[config.mk]
export PLATFORM = sky130hd
export DESIGN_NAME = ulpi_rx_framer
export DESIGN_NICKNAME = d
export VERILOG_FILES = /design/src/rtl/ulpi_rx_framer_pkg.sv /design/src/rtl/ulpi_rxcmd_decode.sv /design/src/rtl/ulpi_rx_framer.sv
export SDC_FILE = /design/constraint.sdc
export NUM_CORES = 1
export LEC_CHECK = 0
export BUFFER_PORTS_ARGS = -buffer_cell sky130_fd_sc_hd__buf_2
export CAP_MARGIN = 20
export CORE_MARGIN = 5
export CORE_UTILIZATION = 58
export CTS_CLUSTER_DIAMETER = 40
export DETAILED_ROUTE_END_ITERATION = 7
export PLACE_DENSITY = 0.87
export SYNTH_ARGS = -nofsm -noshare
export SYNTH_HDL_FRONTEND = slang
export SYNTH_SLANG_ARGS = --single-unit
[constraint.sdc]
create_clock -name ULPI_CLK -period 3.42 [get_ports ULPI_CLK]
set_clock_uncertainty 0.15 [all_clocks]
set_input_delay 0.684 -clock ULPI_CLK [delete_from_list [all_inputs] [get_ports ULPI_CLK]]
set_output_delay 0.684 -clock ULPI_CLK [all_outputs]
set_load 0.01 [all_outputs]
[src/rtl/ulpi_rx_framer_pkg.sv]
// Shared definitions for the ULPI receive framer: record kinds, RXCMD fields,
// EOP status bit positions and FSM state type.
package ulpi_rx_framer_pkg;

    // Record kind codes, carried in OUT_DATA[31:30]
    localparam logic [1:0] KIND_DATA = 2'b00;
    localparam logic [1:0] KIND_SOP  = 2'b01;
    localparam logic [1:0] KIND_EOP  = 2'b10;
    localparam logic [1:0] KIND_EVT  = 2'b11;

    // RXCMD field positions
    localparam int unsigned RXCMD_LS_LSB  = 0;
    localparam int unsigned RXCMD_EVT_LSB = 4;

    // RxEvent codes that mean RxActive is asserted
    localparam logic [1:0] RXEVT_ACTIVE = 2'b01;
    localparam logic [1:0] RXEVT_ERROR  = 2'b11;

    // EOP status bit positions
    localparam int unsigned EOP_ERR_BIT   = 16;
    localparam int unsigned EOP_OVF_BIT   = 17;
    localparam int unsigned EOP_DIR_BIT   = 18;
    localparam int unsigned EOP_TRUNC_BIT = 19;

    typedef enum logic [1:0] {
        StIdle,
        StPkt,
        StSkip
    } state_e;

    // Assemble a full EOP record from the byte count and status flags
    function automatic logic [31:0] make_eop(input logic [15:0] count, input logic err,
                                             input logic ovf, input logic by_dir,
                                             input logic trunc);
        logic [31:0] rec;
        rec                = '0;
        rec[31:30]         = KIND_EOP;
        rec[15:0]          = count;
        rec[EOP_ERR_BIT]   = err;
        rec[EOP_OVF_BIT]   = ovf;
        rec[EOP_DIR_BIT]   = by_dir;
        rec[EOP_TRUNC_BIT] = trunc;
        return rec;
    endfunction

endpackage

[src/rtl/ulpi_rxcmd_decode.sv]
// Combinational RXCMD field decode: RxActive, RxError and LineState.
module ulpi_rxcmd_decode
    import ulpi_rx_framer_pkg::*;
(
    input  logic [7:0] rxcmd,
    output logic       rx_active,
    output logic       rx_error,
    output logic [1:0] linestate
);

    logic [1:0] rx_event;

    // RxEvent 01/11 both mean the PHY is receiving; 11 additionally flags an error
    always_comb begin
        rx_event  = rxcmd[RXCMD_EVT_LSB +: 2];
        rx_active = (rx_event == RXEVT_ACTIVE) || (rx_event == RXEVT_ERROR);
        rx_error  = (rx_event == RXEVT_ERROR);
        linestate = rxcmd[RXCMD_LS_LSB +: 2];
    end

endmodule

[src/rtl/ulpi_rx_framer.sv]
// ULPI receive framer: turns the demuxed capture stream into timestamped
// SOP/DATA/EOP/EVT records, one registered record per input cycle at most.
module ulpi_rx_framer
    import ulpi_rx_framer_pkg::*;
#(
    parameter int unsigned TS_W       = 30,
    parameter int unsigned MAX_LEN    = 1027,
    parameter int unsigned FILTER_DUP = 1
) (
    input  logic        ULPI_CLK,
    input  logic        RST,
    input  logic        ENABLE,
    input  logic        IN_VALID,
    input  logic        IN_RXCMD,
    input  logic [7:0]  IN_DATA,
    input  logic        IN_DIR,
    input  logic        OUT_FULL,
    output logic        OUT_WE,
    output logic [31:0] OUT_DATA,
    output logic [15:0] DROP_CNT,
    output logic        IN_PKT
);

    state_e          state_q, state_d;
    logic [TS_W-1:0] ts_q;
    logic [29:0]     ts_ext;
    logic [7:0]      last_q, last_d;
    logic [15:0]     count_q, count_d;
    logic [15:0]     drop_q, drop_d;
    logic            err_q, err_d;
    logic            ovf_q, ovf_d;
    logic            trunc_q, trunc_d;
    logic            dir_q;
    logic            dir_fall;
    logic            is_cmd;
    logic            gen;
    logic            drop;
    logic [31:0]     rec;
    logic            we_q;
    logic [31:0]     data_q;

    logic            rx_active;
    logic            rx_error;
    logic [1:0]      linestate;

    ulpi_rxcmd_decode u_decode (
        .rxcmd     (IN_DATA),
        .rx_active (rx_active),
        .rx_error  (rx_error),
        .linestate (linestate)
    );

    // Input qualifiers and zero-extended timestamp for record bodies
    always_comb begin
        is_cmd   = IN_VALID && IN_RXCMD;
        dir_fall = dir_q && !IN_DIR;
        ts_ext   = 30'(ts_q);
    end

    // FSM next state, record generation and per-packet bookkeeping
    always_comb begin
        state_d = state_q;
        last_d  = last_q;
        count_d = count_q;
        err_d   = err_q;
        ovf_d   = ovf_q;
        trunc_d = trunc_q;
        gen     = 1'b0;
        rec     = '0;

        if (is_cmd) begin
            last_d = IN_DATA;
        end

        unique case (state_q)
            StIdle: begin
                if (is_cmd && rx_active) begin
                    if (!ENABLE) begin
                        state_d = StSkip;
                    end else begin
                        gen = 1'b1;
                        rec = {KIND_SOP, ts_ext};
                        // A lost SOP would leave an orphan packet, so skip it entirely
                        if (OUT_FULL) begin
                            state_d = StSkip;
                        end else begin
                            state_d = StPkt;
                            count_d = '0;
                            err_d   = rx_error;
                            ovf_d   = 1'b0;
                            trunc_d = 1'b0;
                        end
                    end
                end else if (is_cmd && ENABLE &&
                             ((IN_DATA != last_q) || (FILTER_DUP == 0))) begin
                    gen = 1'b1;
                    // LineState is re-inserted from the decoder; upper bits pass through
                    rec = {KIND_EVT, ts_ext[21:0], IN_DATA[7:2], linestate};
                end
            end
            StPkt: begin
                if (IN_VALID && !IN_RXCMD) begin
                    if (count_q != 16'hFFFF) begin
                        count_d = count_q + 16'd1;
                    end
                    if ({16'd0, count_q} < MAX_LEN) begin
                        gen = 1'b1;
                        rec = {KIND_DATA, 22'd0, IN_DATA};
                    end else begin
                        trunc_d = 1'b1;
                    end
                end else if (is_cmd && rx_active) begin
                    if (rx_error) begin
                        err_d = 1'b1;
                    end
                end else if (is_cmd) begin
                    gen     = 1'b1;
                    rec     = make_eop(count_q, err_q, ovf_q, 1'b0, trunc_q);
                    state_d = StIdle;
                end else if (dir_fall) begin
                    gen     = 1'b1;
                    rec     = make_eop(count_q, err_q, ovf_q, 1'b1, trunc_q);
                    state_d = StIdle;
                end
            end
            StSkip: begin
                if ((is_cmd && !rx_active) || dir_fall) begin
                    state_d = StIdle;
                end
            end
            default: state_d = StIdle;
        endcase

        drop = gen && OUT_FULL;
        // Only a dropped in-packet record marks the packet; a dropped EOP is just counted
        if (drop && (state_q == StPkt) && (state_d == StPkt)) begin
            ovf_d = 1'b1;
        end

        drop_d = drop_q;
        if (drop && (drop_q != 16'hFFFF)) begin
            drop_d = drop_q + 16'd1;
        end
    end

    // State, counters and output register
    always_ff @(posedge ULPI_CLK) begin
        if (RST) begin
            state_q <= StIdle;
            ts_q    <= '0;
            last_q  <= '0;
            count_q <= '0;
            drop_q  <= '0;
            err_q   <= 1'b0;
            ovf_q   <= 1'b0;
            trunc_q <= 1'b0;
            dir_q   <= 1'b0;
            we_q    <= 1'b0;
            data_q  <= '0;
        end else begin
            state_q <= state_d;
            ts_q    <= ts_q + 1'b1;
            last_q  <= last_d;
            count_q <= count_d;
            drop_q  <= drop_d;
            err_q   <= err_d;
            ovf_q   <= ovf_d;
            trunc_q <= trunc_d;
            dir_q   <= IN_DIR;
            we_q    <= gen && !OUT_FULL;
            if (gen && !OUT_FULL) begin
                data_q <= rec;
            end
        end
    end

    // Output mapping
    always_comb begin
        OUT_WE   = we_q;
        OUT_DATA = data_q;
        DROP_CNT = drop_q;
        IN_PKT   = (state_q == StPkt);
    end

endmodule

==> impl_results.md, run 1 <==
- Yosys warning total: 0
- First-pass GRT wire length: between 20 and 25 mm
- Root Driver: clkbuf_8
- Share of layout cells above drive strength 1: 0.170
- Hold crit path type: register to register
- CP max stage delay: 560 ps
- Hold Path Stages: 2
- Vias per inst: between 6 and 7
- Clk Latency, worst-skew pair: 380 ps
- Setup TNS Final: 0 ps
- Fillers: 704
- Core area: 0.00864 mm²
- Post-synthesis net count: 597
- CP Class: register to register
- Synth Register Bits: 109
- Layout net count: 650
- Number of routed nets with antenna violations: 0
- Final Util: 0.660
- Sw frac: 0.262
- Reg2reg start: count_q[5]
- Die Y: between 100 and 150 µm
- # resized after CTS: 0
- Cell count of the worst reg-to-reg path: 7
- Cell Int Power: 1.62 mW
- Crit path required time: 3550 ps
- R2r setup slk: between 600 and 700 ps
- Initial Utilization: 0.590
- Min Tclk post-route: around 2700 ps
- EDFF count, synth: 0
- CTS tree: built
- H-Tree Level Count: 3
- Final max-slew violation count: 0
- Clock Power Share: 0.335
- Seq/Total Area, Yosys: 0.428
- Final setup fails: 0
- CTS hold repair buffers: 0
- Logic pwr share: 0.069
- Max Clk Rate: 0.364 GHz
- Outcome: finished, final reports clean
- Hold Vio Cnt, Final: 0
- Gr ovfl total: 0
- CP max FO: 41
- Sink Count: 109
- Worst rel slew slack: 0.573
- Worst setup SP type: register
- CP top delay family: compound AO/OA/AOI/OAI gates
- Tot GR Track Use: 0.243
- GP Congestion: 0.931
- Setup repair after global routing missed its margin: false
- Hold Crit Start: last_q[1]
- P per Cell Area: between 300 and 400 mW/mm²
- Crit. Startpoint: count_q[5]
- Critical-path cell list: or4_4 > o41ai_4 > nand3_4 > a31oi_4 > buf_4 > nor2_1 > a211oi_1
- Worst path slowest cell: or4_4
- Sequential share of power: 0.596
- Worst Path Arrival: approximately 2900 ps
- Clock slew at reported path FFs: 110 ps
- Ys flop type: dfxtp_1
- Total CTS buffers: 9
- Initial DRC Count: 559
- Io pins: 65
- P&R area growth vs syn: 11.9%
- Crit path buf inv count: 1
- Synthesized cell area: 0.00509 mm²
- VDD IR max: 213 µV
- Ant. Diodes: 0
- Post-synth cell types: 58
- Crit share post-route: 0.803
- Drt first pass iters: 8
- Placement row count: 34
- Synth Area per Inst: 8.80 µm²
- Worst-Margin Slew: 638 ps
- DR WL/cell: 17.9 µm
- Vias in the first global route: 4497
- Clock buffer depth: 2
- Sw power: ~0.57 mW
- Number of max-cap violations: 0
- HPWL after detailed placement: around 9.6 mm
- Die area: 0.0108 mm²
- WL final: 13.3 mm
- Syn Inst Count: 579
- Antenna violations before repair: 0
- CP Depth: 7
- Largest net degree at the start of global routing: 45
- Setup bufs post-CTS: 0
- Via count: 4744
- Leakage: around 2.1 nW
- Share of flip-flops with an asynchronous set or reset: 0
- Residual DRC count: 0
- CP Capture Type: register
- Input/output buffers: 64
- Die X: 104 µm
[power groups by stage]
stage	registers [mW]	clock network [mW]	logic [mW]
3_3_place_gp	1.34	0	0.142
4_1_cts	1.31	0.745	0.149
5_1_grt	1.31	0.807	0.164
3_5_place_dp	1.34	0	0.148
2_1_floorplan	1.34	0	0.0918
6_report	1.31	0.735	0.151
[worst register-to-register path, stage by stage (launching register included)]
cell,delay (ps)
dfxtp_1,380
or4_4,560
o41ai_4,350
nand3_4,200
a31oi_4,250
buf_4,400
nor2_1,90
a211oi_1,270
[state kept, by name, summed over array words and instances, names as in the netlist]
signal    flops
DROP_CNT     16
OUT_DATA     32
OUT_WE        1
count_q      16
dir_q         1
err_q         1
last_q        8
ovf_q         1
state_q       2
trunc_q       1
ts_ext       30
[kinds of logic (layout without fill, tap and decap cells)]
kind of cell,after synthesis,after routing,synth area share
flops,109,109,0.428
simple gates,252,252,0.249
mux,8,8,0.0174
fa+ha+maj,3,3,0.00737
xor+xnor,44,44,0.0756
compound gates,117,117,0.187
buf+inv,46,104,0.0346
[cells in the mapped netlist (2+ instances only)]
master / instances / share of area
or3_1: 9 / 0.011
dfxtp_1: 109 / 0.43
nor4_1: 7 / 0.0086
or2_2: 2 / 0.0025
buf_1: 5 / 0.0037
nand4bb_1: 2 / 0.0044
nand3_1: 28 / 0.028
and4_1: 5 / 0.0086
o31ai_1: 3 / 0.0044
inv_1: 13 / 0.0096
nor2b_1: 7 / 0.0086
and2_1: 8 / 0.0098
a22oi_1: 2 / 0.0029
and3_1: 11 / 0.014
a311oi_1: 2 / 0.0034
a211oi_1: 20 / 0.029
nor3b_1: 4 / 0.0059
a21o_1: 2 / 0.0029
nor3_1: 12 / 0.012
xor2_1: 15 / 0.026
o21ai_0: 8 / 0.0079
o31a_1: 2 / 0.0034
mux2_2: 3 / 0.0066
mux2_1: 4 / 0.0088
clkbuf_1: 25 / 0.018
a222oi_1: 18 / 0.035
buf_2: 3 / 0.0029
nand2b_1: 5 / 0.0061
nand4_1: 15 / 0.018
a22o_1: 20 / 0.034
or4_1: 4 / 0.0059
a21oi_1: 26 / 0.026
nor2_1: 90 / 0.066
ha_1: 3 / 0.0074
xnor2_1: 29 / 0.050
nand2_1: 36 / 0.027
[metal layers]
layer | track usage | vias to the layer above | wire length [µm]
li1 | - | 2213 | -
met1 | 0.308 | 2273 | 5360
met2 | 0.417 | 228 | 6660
met3 | 0.0379 | 30 | 1000
met4 | 0.0860 | 0 | 306
met5 | 0 | - | 0
[final timing paths]
kind	endpoint
worst max-delay path	OUT_DATA[9]
worst min-delay path	last_q[1]
worst max register to register	OUT_DATA[9]
worst min register to register	last_q[1]
[metrics by stage]
| stage | setup slack, ps | instances | cell area [µm²] | hold WS (ps) | power (mW) |
|---|---|---|---|---|---|
| 6_report | 675 | 745 | 5700 | 336 | 2.19 |
| 5_1_grt | 582 | 745 | 5700 | 351 | 2.28 |
| 4_1_cts | 723 | 744 | 5690 | 336 | 2.20 |
| 3_5_place_dp | 541 | 728 | 5510 | 312 | 1.48 |
| 3_3_place_gp | 604 | 728 | 5510 | 303 | 1.48 |
| 2_1_floorplan | 844 | 579 | 5090 | 282 | 1.43 |
[layout by cell type (no fill, tap or decap), types with 3 or more instances in the layout]
cell and count:
nor3_1 12, a22o_1 20, a211oi_1 20, a222oi_1 18, nor2_1 90, nand3_1 28
and3_1 11, or4_1 4, nor3b_1 3, buf_4 10, dfxtp_1 109, nor2b_1 7
o21ai_0 8, nand4_1 15, o31ai_1 3, nand2_1 36, xnor2_1 29, clkbuf_8 9
buf_2 64, ha_1 3, inv_1 13, mux2_1 4, nor4_1 7, or3_1 9
mux2_2 3, and2_1 8, and4_1 5, a21oi_1 26, nand2b_1 5, xor2_1 15
[area by class of cell]
cell class              count  area (µm²)  area share
clock buffers               9         124      0.0217
clock inverters             7        57.6      0.0101
inverters                  13        48.8     0.00856
multi-input cells         424        2750       0.482
flip-flops and latches    109        2180       0.383
well taps                 108         135      0.0237
repair buffers             75         403      0.0707
No activity file was read; power rests on OpenSTA's default activity.
==> run 2: changes to the inputs <==
--- a/config.mk
+++ b/config.mk
@@ -5,10 +5,11 @@
 export SDC_FILE = /design/constraint.sdc
 export NUM_CORES = 1
 export LEC_CHECK = 0
+export ABC_AREA = 1
 export BUFFER_PORTS_ARGS = -buffer_cell sky130_fd_sc_hd__buf_2
 export CAP_MARGIN = 20
 export CORE_MARGIN = 5
-export CORE_UTILIZATION = 58
+export CORE_UTILIZATION = 59
 export CTS_CLUSTER_DIAMETER = 40
 export DETAILED_ROUTE_END_ITERATION = 7
 export PLACE_DENSITY = 0.87
==> constraint.sdc (replaced) <==
create_clock -name ULPI_CLK -period 2.73 [get_ports ULPI_CLK]
set_clock_uncertainty 0.15 [all_clocks]
set_input_delay 0.546 -clock ULPI_CLK [delete_from_list [all_inputs] [get_ports ULPI_CLK]]
set_output_delay 0.546 -clock ULPI_CLK [all_outputs]
set_load 0.01 [all_outputs]
==> impl_results.md, run 2 <==
- Crit path required time: 2880 ps (-670 ps)
- Die area: 0.0123 mm² (+15%)
- Io pins: 65 (unchanged)
- Clock slew at reported path FFs: 110 ps (about the same)
- Die X: 111 µm (+7.0%)
- Worst rel slew slack: 0.585 (+0.0117)
- Core area: 0.00986 mm² (+14%)
- Gr ovfl total: 0 (unchanged)
- Post-synthesis net count: 932 (+56%)
- VDD IR max: 288 µV (+35%)
- Cell count of the worst reg-to-reg path: 8 (+1)
- WL final: 15.2 mm (+14%)
- Count leader, synth: nand2_1
- CTS tree: built
- Die Y: 111 µm (+7.0%)
- # resized after CTS: 0 (unchanged)
- Min Tclk post-route: 2330 ps (-419 ps)
- Hold crit path type: input pin to register
- Worst setup SP type: register
- Top cell type's share of synthesized area: 0.362 (-0.0659)
- GP Congestion: 0.959 (+3.0%)
- Max Clk Rate: 0.430 GHz (+18%)
- H-Tree Level Count: 3 (unchanged)
- Hold Path Stages: 3 (+1)
- P per Cell Area: 439 mW/mm² (+14%)
- Tot GR Track Use: 0.241 (-0.00190)
- Number of max-cap violations: 0 (unchanged)
- HPWL after detailed placement: 11.1 mm (+16%)
- Share of flip-flops with an asynchronous set or reset: 0 (unchanged)
- Initial Utilization: 0.610 (+0.0205)
- Placement row count: 36 (+5.9%)
- Total CTS buffers: 9 (unchanged)
- Hold Vio Cnt, Final: 0 (unchanged)
- Sequential share of power: 0.568 (-0.028)
- Vias in the first global route: 5419 (+21%)
- Setup TNS Final: 0 ps (unchanged)
- Worst Path Arrival: 2470 ps (-410 ps)
- Layout net count: 985 (+52%)
- Sw frac: 0.278 (+0.0163)
- CP Depth: 8 (+1)
- Vias per inst: 5.48 (-14%)
- CP top delay family: simple AND/OR/NAND/NOR gates
- Seq/Total Area, Yosys: 0.362 (-0.0659)
- Synth Register Bits: 109 (unchanged)
- Synth Area per Inst: 6.59 µm² (-25%)
- Clk Latency, worst-skew pair: 380 ps (about the same)
- Logic pwr share: 0.101 (+0.032)
- EDFF count, synth: 0 (unchanged)
- Final Util: 0.668 (+0.00834)
- Crit. Startpoint: DROP_CNT[0]
- Via count: 6054 (+28%)
- Fillers: 920 (+31%)
- Worst path slowest cell: dfxtp_1
- Input/output buffers: 64 (unchanged)
- Setup repair after global routing missed its margin: false
- Most frequent cells in the layout: 221 x nand2_1, 119 x nor2_1, 109 x dfxtp_1
- Clock buffer depth: 2 (unchanged)
- DR WL/cell: 13.7 µm (-23%)
- Critical-path cell list: ha_1 > nand2_1 > nor3b_2 > nand3_1 > nand3b_4 > nand3_4 > nand2_1 > a21oi_1
- Number of routed nets with antenna violations: 0 (unchanged)
- Most common cell after layout, fill and taps aside: nand2_1
- Crit share post-route: 0.852 (+0.0494)
- Worst-Margin Slew: 623 ps (-15.2 ps)
- Leakage: 2.76 nW (+29%)
- Yosys warning total: 0 (unchanged)
- Final max-slew violation count: 0 (unchanged)
- CP max FO: 17 (-59%)
- Sw power: 0.806 mW (+40%)
- Hold Crit Start: IN_DATA[2]
- Root Driver: clkbuf_8
- Final setup fails: 0 (unchanged)
- R2r setup slk: 400 ps (-270 ps)
- Share of layout cells above drive strength 1: 0.129 (-0.0409)
- Residual DRC count: 0 (unchanged)
- Synthesized cell area: 0.00602 mm² (+18%)
- Clock Power Share: 0.330 (-0.005)
- Ys flop type: dfxtp_1
- Syn Inst Count: 914 (+58%)
- Sink Count: 109 (unchanged)
- Largest register FFs: 32 (unchanged)
- Cell taking the most area after synthesis: dfxtp_1
- Initial DRC Count: 433 (-23%)
- CP Class: register to register
- Post-synth cell types: 41 (-29%)
- P&R area growth vs syn: 9.50%
- Outcome: finished, final reports clean
- Cell Int Power: 2.09 mW (+29%)
- CTS hold repair buffers: 0 (unchanged)
- Dominant cells by area after synthesis: dfxtp_1 36%, nand2_1 14%, nor2_1 7.4%, a21oi_1 6.5%, inv_1 6.2%
- Antenna violations before repair: 0 (unchanged)
- Setup bufs post-CTS: 0 (unchanged)
- First-pass GRT wire length: 25.2 mm (+14%)
- Drt first pass iters: 5 (-3)
- CP Capture Type: register
- Largest net degree at the start of global routing: 52 (+16%)
- Crit path buf inv count: 0 (-1)
- Cell mode on critical path: nand2_1
- Ant. Diodes: 0 (unchanged)
- Reg2reg start: DROP_CNT[0]
- Synth cell count leaders: 221 x nand2_1, 119 x nor2_1, 109 x dfxtp_1
- CP max stage delay: 470 ps (-90 ps)
==> run 2: cell count changes after synthesis, sizes merged, moves of 17 or more <==
| cell | previous run | this run |
|---|---|---|
| a211oi | 20 | 2 |
| a21oi | 26 | 78 |
| a222oi | 18 | 0 |
| a22o | 20 | 0 |
| inv | 13 | 104 |
| nand2 | 36 | 228 |
| nand3 | 29 | 67 |
| nor2 | 91 | 125 |
| nor3 | 12 | 35 |
| o21ai | 8 | 38 |
| xnor2 | 29 | 12 |
==> run 2: kinds of logic (layout without fill, tap and decap cells) <==
family / Yosys count / in the layout / synth area share
buf+inv: 139 / 197 / 0.0983
flops: 109 / 109 / 0.362
compound gates: 133 / 133 / 0.117
xor+xnor: 28 / 28 / 0.0407
fa+ha+maj: 3 / 3 / 0.00623
simple gates: 502 / 502 / 0.375
==> run 2: area by class of cell <==
| type | count | area, µm² | share of cell area |
|---|---|---|---|
| flip-flops and latches | 109 | 2180 | 0.331 |
| clock inverters | 6 | 51.3 | 0.00778 |
| inverters | 105 | 398 | 0.0603 |
| clock buffers | 10 | 138 | 0.0209 |
| repair buffers | 76 | 410 | 0.0622 |
| well taps | 133 | 166 | 0.0252 |
| multi-input cells | 666 | 3250 | 0.493 |
==> run 2: worst paths after layout <==
kind / end
max: DROP_CNT[1]
min: last_q[2]
max reg2reg: DROP_CNT[1]
min reg2reg: OUT_DATA[24]
==> run 2: worst register-to-register path, cell delays in order, from the launching register on <==
cell      delay [ps]
dfxtp_1          470
ha_1             230
nand2_1          100
nor3b_2          340
nand3_1          180
nand3b_4         320
nand3_4          270
nand2_1           80
a21oi_1          130
==> run 2: routing by layer <==
layer / share of wire / vias up / GRT usage / wire length, µm
met2: 0.44 / 246 / 0.384 / 6720
met1: 0.45 / 2712 / 0.331 / 6830
met5: 0 / - / 0 / 0
met3: 0.086 / 28 / 0.0453 / 1310
li1: - / 3068 / - / -
met4: 0.021 / 0 / 0.0738 / 316
==> run 2: power groups by stage <==
stage | clock [mW] | sequential [mW] | combinational [mW]
after global routing | 1.04 | 1.65 | 0.324
after global placement | 0 | 1.68 | 0.283
after detailed placement | 0 | 1.68 | 0.290
after CTS | 0.972 | 1.65 | 0.290
final | 0.957 | 1.65 | 0.293
after floorplan | 0 | 1.69 | 0.200
==> run 2: stage by stage <==
step	power (mW)	setup WS [ps]	hold slack [ps]	instance area (µm²)	cells
2_1_floorplan	1.89	744	280	6020	914
3_3_place_gp	1.96	371	294	6400	1089
3_5_place_dp	1.97	322	300	6400	1089
4_1_cts	2.91	414	287	6590	1105
5_1_grt	3.02	195	315	6590	1105
6_report	2.90	404	298	6590	1105
